File: src/rtl/bus_dma_pkg.sv
// Shared types for the DMA master / memory slave pair: engine state encodings
// and the write-response code.
package bus_dma_pkg;

    typedef enum logic [1:0] {
        RD_IDLE,
        RD_AR,
        RD_R,
        RD_DONE
    } rd_state_t;

    typedef enum logic [2:0] {
        WR_IDLE,
        WR_AW,
        WR_W,
        WR_B,
        WR_DONE
    } wr_state_t;

    localparam logic [1:0] RESP_OKAY = 2'b00;

endpackage

File: src/rtl/sync_fifo.sv
// Single-clock show-ahead FIFO. Push is ignored when full and pop is ignored
// when empty. Push and pop may happen in the same cycle.
module sync_fifo #(
    parameter int WIDTH      = 33,
    parameter int ADDR_WIDTH = 3
) (
    input  logic             clk_i,
    input  logic             rst_ni,
    input  logic             push_i,
    input  logic [WIDTH-1:0] wdata_i,
    output logic             full_o,
    input  logic             pop_i,
    output logic [WIDTH-1:0] rdata_o,
    output logic             empty_o
);

    localparam int DEPTH = 2**ADDR_WIDTH;
    localparam logic [ADDR_WIDTH:0] PTR_ONE = 1;

    logic [WIDTH-1:0]    mem_q [DEPTH];
    logic [ADDR_WIDTH:0] wr_ptr_q;
    logic [ADDR_WIDTH:0] rd_ptr_q;
    logic                do_push;
    logic                do_pop;

    // Pointers carry one extra wrap bit so that full and empty can be told apart.
    assign full_o  = (wr_ptr_q[ADDR_WIDTH] != rd_ptr_q[ADDR_WIDTH]) &&
                     (wr_ptr_q[ADDR_WIDTH-1:0] == rd_ptr_q[ADDR_WIDTH-1:0]);
    assign empty_o = (wr_ptr_q == rd_ptr_q);
    assign do_push = push_i && !full_o;
    assign do_pop  = pop_i && !empty_o;
    assign rdata_o = mem_q[rd_ptr_q[ADDR_WIDTH-1:0]];

    always_ff @(posedge clk_i) begin
        if (!rst_ni) begin
            wr_ptr_q <= '0;
            rd_ptr_q <= '0;
        end else begin
            if (do_push) begin
                wr_ptr_q <= wr_ptr_q + PTR_ONE;
            end
            if (do_pop) begin
                rd_ptr_q <= rd_ptr_q + PTR_ONE;
            end
        end
    end

    always_ff @(posedge clk_i) begin
        if (do_push) begin
            mem_q[wr_ptr_q[ADDR_WIDTH-1:0]] <= wdata_i;
        end
    end

endmodule

File: src/rtl/bus_dma_master_memory_slave.sv
// DMA master with independent read (page-fault) and write (write-back) engines,
// connected over burst channels to an on-chip word memory slave.
//
// rd state | meaning
// RD_IDLE  | waiting for page-fault request, latches addr/len
// RD_AR    | read address offered, slave accepts in one cycle
// RD_R     | receiving one beat per cycle until rlast
// RD_DONE  | done held while request stays high
//
// wr state | meaning
// WR_IDLE  | waiting for write-back request, latches addr/len
// WR_AW    | write address offered, slave accepts in one cycle
// WR_W     | pushing beat words into the write-data FIFO
// WR_B     | waiting for the write response
// WR_DONE  | done held while request stays high
module bus_dma_master_memory_slave
    import bus_dma_pkg::*;
#(
    parameter int ADDR_WIDTH           = 32,
    parameter int READ_CHANNEL_WIDTH   = 32,
    parameter int READ_BURST_LEN       = 8,
    parameter int WRITE_CHANNEL_WIDTH  = 32,
    parameter int WRITE_BURST_LEN      = 8,
    parameter int ASYNCFIFO_ADDR_WIDTH = 3,
    parameter int MEM_ADDR_WIDTH       = 6
) (
    input  logic                       cpu_clk,
    input  logic                       cpu_rst_n,
    input  logic                       dma_page_fault_happen,
    output logic                       dma_page_fault_done,
    input  logic [ADDR_WIDTH-1:0]      dma_page_fault_addr,
    input  logic [READ_BURST_LEN-1:0]  dma_page_fault_burst_len,
    input  logic                       dma_write_back_happen,
    output logic                       dma_write_back_done,
    input  logic [ADDR_WIDTH-1:0]      dma_write_back_addr,
    input  logic [WRITE_BURST_LEN-1:0] dma_write_back_burst_len
);

    localparam logic [READ_BURST_LEN:0]   RD_BEAT_ONE = 1;
    localparam logic [WRITE_BURST_LEN:0]  WR_BEAT_ONE = 1;
    localparam logic [MEM_ADDR_WIDTH-1:0] MEM_ONE     = 1;
    localparam logic [READ_BURST_LEN-1:0] RD_LEN_ONE  = 1;

    // ---------------- read master ----------------
    rd_state_t                      rd_state_q, rd_state_d;
    logic [MEM_ADDR_WIDTH-1:0]      rd_addr_q, rd_addr_d;
    logic [READ_BURST_LEN-1:0]      rd_len_q, rd_len_d;
    logic [READ_BURST_LEN:0]        rd_beat_q, rd_beat_d;
    logic                           rd_done_q, rd_done_d;
    logic [READ_CHANNEL_WIDTH-1:0]  rd_last_data_q, rd_last_data_d;

    // ---------------- read slave ----------------
    logic                           ar_valid;
    logic                           ar_ready;
    logic                           rs_active_q;
    logic [MEM_ADDR_WIDTH-1:0]      rs_ptr_q;
    logic [READ_BURST_LEN-1:0]      rs_left_q;
    logic                           r_valid_q;
    logic                           r_last_q;
    logic [READ_CHANNEL_WIDTH-1:0]  r_data_q;

    // ---------------- write master ----------------
    wr_state_t                      wr_state_q, wr_state_d;
    logic [ADDR_WIDTH-1:0]          wr_addr_q, wr_addr_d;
    logic [WRITE_BURST_LEN-1:0]     wr_len_q, wr_len_d;
    logic [WRITE_BURST_LEN:0]       wr_beat_q, wr_beat_d;
    logic                           wr_done_q, wr_done_d;
    logic                           wr_last;
    logic                           fifo_push;
    logic                           fifo_full;
    logic [WRITE_CHANNEL_WIDTH:0]   fifo_wdata;

    // ---------------- write slave ----------------
    logic                           aw_valid;
    logic                           b_ready;
    logic                           fifo_pop;
    logic                           fifo_empty;
    logic [WRITE_CHANNEL_WIDTH:0]   fifo_rdata;
    logic                           fifo_rlast;
    logic [WRITE_CHANNEL_WIDTH-1:0] fifo_rword;
    logic                           mem_we;
    logic [MEM_ADDR_WIDTH-1:0]      ws_ptr_q;
    logic                           b_valid_q;
    logic [1:0]                     b_resp_q;

    logic [WRITE_CHANNEL_WIDTH-1:0] mem_q [2**MEM_ADDR_WIDTH];

    logic                           unused_bits;

    assign dma_page_fault_done = rd_done_q;
    assign dma_write_back_done = wr_done_q;

    always_comb begin
        rd_state_d     = rd_state_q;
        rd_addr_d      = rd_addr_q;
        rd_len_d       = rd_len_q;
        rd_beat_d      = rd_beat_q;
        rd_done_d      = rd_done_q;
        rd_last_data_d = rd_last_data_q;
        case (rd_state_q)
            RD_IDLE: begin
                rd_done_d = 1'b0;
                if (dma_page_fault_happen) begin
                    rd_addr_d  = dma_page_fault_addr[MEM_ADDR_WIDTH-1:0];
                    rd_len_d   = dma_page_fault_burst_len;
                    rd_beat_d  = '0;
                    rd_state_d = RD_AR;
                end
            end
            RD_AR: begin
                if (ar_ready) begin
                    rd_state_d = RD_R;
                end
            end
            RD_R: begin
                if (r_valid_q) begin
                    rd_beat_d      = rd_beat_q + RD_BEAT_ONE;
                    rd_last_data_d = r_data_q;
                    if (r_last_q) begin
                        rd_state_d = RD_DONE;
                    end
                end
            end
            RD_DONE: begin
                // A request dropped mid-burst lands here with happen low: skip done.
                rd_done_d = dma_page_fault_happen;
                if (!dma_page_fault_happen) begin
                    rd_state_d = RD_IDLE;
                end
            end
            default: rd_state_d = RD_IDLE;
        endcase
    end

    always_ff @(posedge cpu_clk) begin
        if (!cpu_rst_n) begin
            rd_state_q     <= RD_IDLE;
            rd_addr_q      <= '0;
            rd_len_q       <= '0;
            rd_beat_q      <= '0;
            rd_done_q      <= 1'b0;
            rd_last_data_q <= '0;
        end else begin
            rd_state_q     <= rd_state_d;
            rd_addr_q      <= rd_addr_d;
            rd_len_q       <= rd_len_d;
            rd_beat_q      <= rd_beat_d;
            rd_done_q      <= rd_done_d;
            rd_last_data_q <= rd_last_data_d;
        end
    end

    assign ar_valid = (rd_state_q == RD_AR);
    assign ar_ready = !rs_active_q;

    // Synchronous read port: each beat's data appears the cycle after its address.
    always_ff @(posedge cpu_clk) begin
        if (!cpu_rst_n) begin
            rs_active_q <= 1'b0;
            rs_ptr_q    <= '0;
            rs_left_q   <= '0;
            r_valid_q   <= 1'b0;
            r_last_q    <= 1'b0;
        end else begin
            r_valid_q <= rs_active_q;
            r_last_q  <= rs_active_q && (rs_left_q == '0);
            if (rs_active_q) begin
                rs_ptr_q  <= rs_ptr_q + MEM_ONE;
                rs_left_q <= rs_left_q - RD_LEN_ONE;
                if (rs_left_q == '0) begin
                    rs_active_q <= 1'b0;
                end
            end else if (ar_valid) begin
                rs_ptr_q    <= rd_addr_q;
                rs_left_q   <= rd_len_q;
                rs_active_q <= 1'b1;
            end
        end
    end

    always_ff @(posedge cpu_clk) begin
        if (rs_active_q) begin
            r_data_q <= mem_q[rs_ptr_q];
        end
    end

    assign wr_last    = (wr_beat_q == {1'b0, wr_len_q});
    assign fifo_wdata = {wr_last, WRITE_CHANNEL_WIDTH'(wr_addr_q + ADDR_WIDTH'(wr_beat_q))};

    always_comb begin
        wr_state_d = wr_state_q;
        wr_addr_d  = wr_addr_q;
        wr_len_d   = wr_len_q;
        wr_beat_d  = wr_beat_q;
        wr_done_d  = wr_done_q;
        fifo_push  = 1'b0;
        case (wr_state_q)
            WR_IDLE: begin
                wr_done_d = 1'b0;
                if (dma_write_back_happen) begin
                    wr_addr_d  = dma_write_back_addr;
                    wr_len_d   = dma_write_back_burst_len;
                    wr_beat_d  = '0;
                    wr_state_d = WR_AW;
                end
            end
            WR_AW: begin
                wr_state_d = WR_W;
            end
            WR_W: begin
                fifo_push = 1'b1;
                if (!fifo_full) begin
                    wr_beat_d = wr_beat_q + WR_BEAT_ONE;
                    if (wr_last) begin
                        wr_state_d = WR_B;
                    end
                end
            end
            WR_B: begin
                if (b_valid_q && (b_resp_q == RESP_OKAY)) begin
                    wr_state_d = WR_DONE;
                end
            end
            WR_DONE: begin
                wr_done_d = dma_write_back_happen;
                if (!dma_write_back_happen) begin
                    wr_state_d = WR_IDLE;
                end
            end
            default: wr_state_d = WR_IDLE;
        endcase
    end

    always_ff @(posedge cpu_clk) begin
        if (!cpu_rst_n) begin
            wr_state_q <= WR_IDLE;
            wr_addr_q  <= '0;
            wr_len_q   <= '0;
            wr_beat_q  <= '0;
            wr_done_q  <= 1'b0;
        end else begin
            wr_state_q <= wr_state_d;
            wr_addr_q  <= wr_addr_d;
            wr_len_q   <= wr_len_d;
            wr_beat_q  <= wr_beat_d;
            wr_done_q  <= wr_done_d;
        end
    end

    sync_fifo #(
        .WIDTH      (WRITE_CHANNEL_WIDTH + 1),
        .ADDR_WIDTH (ASYNCFIFO_ADDR_WIDTH)
    ) u_fifo (
        .clk_i   (cpu_clk),
        .rst_ni  (cpu_rst_n),
        .push_i  (fifo_push),
        .wdata_i (fifo_wdata),
        .full_o  (fifo_full),
        .pop_i   (fifo_pop),
        .rdata_o (fifo_rdata),
        .empty_o (fifo_empty)
    );

    assign aw_valid   = (wr_state_q == WR_AW);
    assign b_ready    = (wr_state_q == WR_B);
    assign fifo_pop   = !fifo_empty;
    assign fifo_rlast = fifo_rdata[WRITE_CHANNEL_WIDTH];
    assign fifo_rword = fifo_rdata[WRITE_CHANNEL_WIDTH-1:0];
    // Gate on reset so an aborting reset edge does not commit one more word.
    assign mem_we     = cpu_rst_n && fifo_pop;

    always_ff @(posedge cpu_clk) begin
        if (!cpu_rst_n) begin
            ws_ptr_q  <= '0;
            b_valid_q <= 1'b0;
            b_resp_q  <= RESP_OKAY;
        end else begin
            if (aw_valid) begin
                ws_ptr_q <= wr_addr_q[MEM_ADDR_WIDTH-1:0];
            end else if (fifo_pop) begin
                ws_ptr_q <= ws_ptr_q + MEM_ONE;
            end
            if (fifo_pop && fifo_rlast) begin
                b_valid_q <= 1'b1;
                b_resp_q  <= RESP_OKAY;
            end else if (b_ready) begin
                b_valid_q <= 1'b0;
            end
        end
    end

    // Read-before-write: a same-cycle read of this word sees the old value.
    always_ff @(posedge cpu_clk) begin
        if (mem_we) begin
            mem_q[ws_ptr_q] <= fifo_rword;
        end
    end

    assign unused_bits = ^{dma_page_fault_addr[ADDR_WIDTH-1:MEM_ADDR_WIDTH], rd_last_data_q, rd_beat_q};

endmodule

File: config.mk
export PLATFORM = sky130hd
export DESIGN_NAME = bus_dma_master_memory_slave
export DESIGN_NICKNAME = d
export VERILOG_FILES = /design/src/rtl/bus_dma_pkg.sv /design/src/rtl/sync_fifo.sv /design/src/rtl/bus_dma_master_memory_slave.sv
export SDC_FILE = /design/constraint.sdc
export NUM_CORES = 1
export LEC_CHECK = 0
export BUFFER_PORTS_ARGS = -buffer_cell sky130_fd_sc_hd__clkbuf_2
export CORE_MARGIN = 4
export CORE_UTILIZATION = 55
export DETAILED_ROUTE_END_ITERATION = 6
export GPL_ROUTABILITY_DRIVEN = 0
export GPL_TIMING_DRIVEN = 0
export PLACE_DENSITY_LB_ADDON = 0.05
export SLEW_MARGIN = 10
export SYNTH_ARGS = -nofsm -noshare
export SYNTH_HDL_FRONTEND = slang
export SYNTH_SLANG_ARGS = --single-unit
File: constraint.sdc
create_clock -name cpu_clk -period 3.35 [get_ports cpu_clk]
set_clock_uncertainty 0.1 [all_clocks]
set_input_delay 0.8375 -clock cpu_clk [delete_from_list [all_inputs] [get_ports cpu_clk]]
set_output_delay 0.8375 -clock cpu_clk [all_outputs]
set_load 0.05 [all_outputs]
Yosys cells after proc, flatten, opt, wreduce, memory -nomap -nowiden
Memory sizes are Yosys's and may differ from the RTL's. A register that Yosys moved wholly into a read port is not among the register bits.
Index checks and enable logic that the tools add are counted.
{"block": "classes", "add_sub_neg": 5, "mul": 0, "bitwise": 0, "n_reduce_logical": 19, "mux": 29, "shift": 0, "magnitude_cmp": 0, "div": 0, "n_eq_ne": 21}
{"operator": "adder 32 x 9 -> 32 bit", "count": 1}
{"operator": "2-to-1 mux 3 bit", "count": 7}
{"operator": "2-to-1 mux 9 bit", "count": 2}
{"operator": "inequality test 2 bit (second input constant)", "count": 9}
{"operator": "case mux 9 bit (2 select lines)", "count": 1}
{"operator": "2-to-1 mux 8 bit", "count": 2}
{"operator": "case mux 3 bit (5 select lines)", "count": 1}
{"operator": "2-to-1 mux 2 bit", "count": 5}
{"operator": "AND reduction 5 bit", "count": 2}
{"operator": "nonzero test 2 bit", "count": 5}
{"operator": "adder 9 x 1 -> 9 bit (second input constant)", "count": 1}
{"operator": "== test 9 x 8 -> 1 bit", "count": 1}
{"operator": "adder 4 x 1 -> 4 bit (second input constant)", "count": 2}
{"operator": "logical NOT 8 bit", "count": 1}
{"operator": "2-to-1 mux 1 bit", "count": 8}
{"operator": "case mux 2 bit (4 select lines)", "count": 1}
{"operator": "subtractor 8 x 1 -> 8 bit (second input constant)", "count": 1}
{"operator": "== test 3 x 2 -> 1 bit (second input constant)", "count": 2}
{"operator": "== test 2 bit (second input constant)", "count": 2}
{"operator": "== test 4 bit", "count": 1}
{"operator": "logical AND 1 bit", "count": 4}
{"operator": "case mux 1 bit (2 select lines)", "count": 2}
{"operator": "AND reduction 2 bit", "count": 2}
{"operator": "== test 3 x 1 -> 1 bit (second input constant)", "count": 1}
{"operator": "9 further kinds", "count": 10}
{"block": "totals", "romBits": 0, "register_bits": 84, "mem_count": 1, "out_inout_bits": 2, "ram_bits": 264, "latch_bits": 0}
{"name": "u_fifo.mem_q", "depth": 8, "word_bits": 33, "read_ports": 1, "rd_ports_with_merged_regs": 1, "write_ports": 1, "line": "sync_fifo.sv:20", "text": "logic [WIDTH-1:0] mem_q [DEPTH];"}

Depth between registers and ports, before layout
{"block": "logic_depth", "depth_word": 6, "depth_mapped": 7, "ltp_nobuf": 6}

By module
A second synthesis with hierarchy kept.
{"block": "hier_totals", "hier_cells": 967, "area_unflattened_um2": 14797.9}
{"mod": "sync_fifo", "n_inst": 1, "seq_area_each_um2": 8147.8, "cells_per_inst": 464, "area_each_um2": 10670.2}
{"mod": "bus_dma_master_memory_slave", "n_inst": 1, "seq_area_each_um2": 1521.5, "cells_per_inst": 503, "area_each_um2": 4127.7}

Least setup slack after synthesis
Ideal clock, no wire load.
{"block": "synth_timing", "path_kind": "register to register", "from": "reg u_fifo.wr_ptr_q[2]", "to": "mem u_fifo.mem_q[2][32], enable pin", "setup_slack_ns": 1.477, "arrival_ns": 1.459, "path_stages_with_launch": 7, "n_path_buf": 2, "path_cell_list": "dfxtp_1 > buf_2 > xnor2_1 > and4_4 > buf_6 > or3_1 > nor3b_1"}
{"block": "synth_via", "elab_chain_len": 6}
{"element": "from (decl)", "line": "sync_fifo.sv:21", "text": "logic [ADDR_WIDTH:0] wr_ptr_q;"}
{"element": "from (signal assigned)", "line": "sync_fifo.sv:40", "text": "wr_ptr_q <= wr_ptr_q + PTR_ONE;"}
{"element": "== test 3 bit", "line": "sync_fifo.sv:28", "text": "(wr_ptr_q[ADDR_WIDTH-1:0] == rd_ptr_q[ADDR_WIDTH-1:0]);"}
{"element": "logical AND 1 bit", "line": "sync_fifo.sv:27", "text": "assign full_o = (wr_ptr_q[ADDR_WIDTH] != rd_ptr_q[ADDR_WIDTH]) &&"}
{"element": "logical NOT 1 bit", "line": "sync_fifo.sv:30", "text": "assign do_push = push_i && !full_o;"}
{"element": "logical AND 1 bit", "line": "sync_fifo.sv:30"}
{"element": "2-to-1 mux 1 bit", "line": "sync_fifo.sv:49", "text": "if (do_push) begin"}
{"element": "2-to-1 mux 1 bit (implied by the code)", "line": "sync_fifo.sv:50", "text": "mem_q[wr_ptr_q[ADDR_WIDTH-1:0]] <= wdata_i;"}
{"element": "to (decl)", "line": "sync_fifo.sv:20"}
Parallel ways exist; a longest one is shown, timed or not.

Worst setup path after layout
{"block": "layout_timing", "from": "reg u_fifo.wr_ptr_q[0]", "to": "mem u_fifo.mem_q[2][32], enable pin"}
The elaborated chain is that of the path after synthesis.

==> metrics.txt <==
IO Port Bufs=21; area leader, netlist=dfxtp_1; vias in the first global route=2318; max-cap violation count=0; Worst Path Arrival=1.98 ns; Clk pwr share=0.241; WL final=5930 um; minimum clock period=2.04 ns; first-pass GRT wire length=10500 um; total CTS buffers=9; count leader, synth=dfxtp_1; Worst EP required=3.29 ns; Slew headroom=0.465; num ports=86; Die X=80.6 um; RSZ-0062 raised after global routing=no; initial core utilization=0.568; hpwl dp=4290 um; worst r2r dst=u_fifo.mem_q[2][32]; Pre-antenna DRT Iters=5; dominant synthesized flop cell=dfxtp_1; Logic pwr share=0.306; core area=0.00511 mm2; total die area=0.00650 mm2; Area growth syn-to-layout=12.1%; CTS tree=done; GR Overflow Total=0; CTS sink count=63; switching share of total power=0.344; fin crit share=0.610; Syn. warnings=0; Syn Area/Cell=9.10 um2; cell area after layout=0.00325 mm2; Final Non-Filler Cells=426; clk_lat worst skew=0.34 ns; Final ANT Viol Nets=0; Hold-fix buffers, CTS=0; pre-CTS setup slack=1.02 ns; Site Rows=26; HP Class=reg -> reg; syn nets=412; initial antenna violation count=0; post-placement cell area=0.00309 mm2; Leakage=1.16 nW; peak supply drop=0.000394 V; CP max FO=10; R2R setup slack=1.31 ns; r2r startpoint=u_fifo.wr_ptr_q[0]; mapped cell area=0.00290 mm2; sequential area share after synthesis=0.462; post-synthesis cell count=319; design internal power=1.45 mW; CTS max path bufs=2; Post CTS Setup Buffer Count=0; final setup vio count=0; final worst slack=1.31 ns; wire per inst=13.9 um; routed vias/inst=5.50; asr flop ratio synth=0; DRC viols=0; clock-pin slew on the worst setup and hold paths=0.07 ns; hold path cells=2; CP Class=reg -> reg; PostCTS Resize Cnt=0; synth top area cells=dfxtp_1, edfxtp_1, a21oi_1; # placed instances=410; FMAX=489 MHz; Synth Register Bits=63; slew at the pin closest to its max-slew limit=0.801 ns; Starting DRT DRC Count=135; CP Launch Type=flop; Yosys cell types=47; hold endpoint=rd_len_q[0]; Final Max Slew Viols=0; Nets=444; Sw Pwr=0.760 mW; setup_tns=0 ns; Vias=2342; Critical Path Sink Type=flop; gr usage total=0.212; Power Density=680 mW/mm2; Inserted Diodes=0; Post-synth top cells=dfxtp_1, nand2_1, a21oi_1; Post-synth EDFFs=8; largest net degree at the start of global routing=11; final hold vios=0; layout cells sized above 1=0.126; # fillers=479; top cell type's share of synthesized area=0.379; H-tree levels=3; hold_sp=rd_len_q[0]; Root Buffer=clkbuf_8; outcome=finished clean; sequential share of power=0.453; Chip Height=80.6 um; FF-to-FF path depth=5
-- layout make-up --
| type | instances | area [um2] | share of cell area |
|---|---|---|---|
| sequential | 63 | 1340 | 0.412 |
| inverter | 9 | 33.8 | 0.0104 |
| buffer | 18 | 81.3 | 0.0250 |
| multi-input combinational | 229 | 1450 | 0.446 |
| timing repair buffer | 21 | 105 | 0.0323 |
| tap | 70 | 87.6 | 0.0269 |
| clock buffer | 14 | 143 | 0.0439 |
| clock inverter | 2 | 8.76 | 0.00269 |
-- how the worst max path moves through the flow --
| stage | from | cells past startpoint | endpoint |
|---|---|---|---|
| 2_1_floorplan | u_fifo.wr_ptr_q[2] | 6 | u_fifo.mem_q[2][32] |
| 3_3_place_gp | cpu_rst_n | 5 | flop |
| 3_5_place_dp | cpu_rst_n | 5 | flop |
| 4_1_cts | wr_beat_q[0] | 3 | u_fifo.mem_q[6][32] |
| 5_1_grt | u_fifo.wr_ptr_q[0] | 5 | u_fifo.mem_q[2][32] |
| 6_report | u_fifo.wr_ptr_q[0] | 5 | u_fifo.mem_q[2][32] |
-- flip-flops by register name (all words and copies together) (netlist names), 2 cells and up, named ones only --
| register | flops |
|---|---|
| u_fifo.wr_ptr_q | 4 |
| u_fifo.rd_ptr_q | 4 |
| u_fifo.mem_q | 8 |
| wr_state_q | 3 |
| wr_beat_q | 9 |
| rd_state_q | 2 |
| rd_len_q | 8 |
| wr_len_q | 8 |
| rs_left_q | 8 |
-- through the flow --
stage	util	hold slack, ns	total power [mW]
6_report	0.637	0.356	2.21
4_1_cts	0.635	0.356	2.22
2_1_floorplan	-	0.333	1.53
3_3_place_gp	0.606	0.344	1.68
3_5_place_dp	0.606	0.347	1.69
5_1_grt	0.637	0.372	2.38
-- kinds of logic (layout without fill, tap and decap cells) --
group,count (synthesis),in the layout,share of synthesized area
AOI/OAI and AO/OA,74,74,0.157
DFF,63,63,0.462
buffers and inverters,27,64,0.0397
adders and majority gates,9,9,0.0388
xor gates and xnor gates,13,13,0.0392
and+or+nand+nor,124,124,0.226
muxes,9,9,0.0367
-- power by group through the flow --
stage	sequential, mW	combinational [mW]	clock [mW]
2_1_floorplan	0.992	0.538	0
5_1_grt	1.02	0.779	0.582
3_5_place_dp	1.02	0.672	0
3_3_place_gp	1.02	0.660	0
4_1_cts	1.00	0.678	0.544
6_report	1.00	0.677	0.533
-- critical path, cell delays in order, from the launching register on --
cell and delay (ns):
dfxtp_1 0.47, xnor2_1 0.15, and4_4 0.24, buf_6 0.14
or3_1 0.42, nor3b_1 0.23
-- layout by cell type (no fill, tap or decap), types with 4 or more instances in the layout --
cell,n
nor2b_1,4
or4_1,7
clkbuf_2,22
ha_1,9
inv_1,9
a21oi_1,35
nand2_1,37
clkbuf_8,9
clkbuf_1,17
edfxtp_1,8
nor3_1,8
o211ai_1,4
nand2b_1,5
nand3_1,20
dfxtp_1,55
nor2_1,17
buf_2,4
a211oi_1,7
o31ai_1,8
or3_1,6
o21ai_0,9
mux2i_1,5
xnor2_1,10
nand4_1,4
-- layer usage --
metal / wire length [um] / share of wire / global-route usage
met5: 0 / 0 / 0
met4: 97 / 0.016 / 0.0828
met1: 2770 / 0.47 / 0.259
met3: 200 / 0.034 / 0.0583
met2: 2860 / 0.48 / 0.350
(Power assumes the default switching activity.)
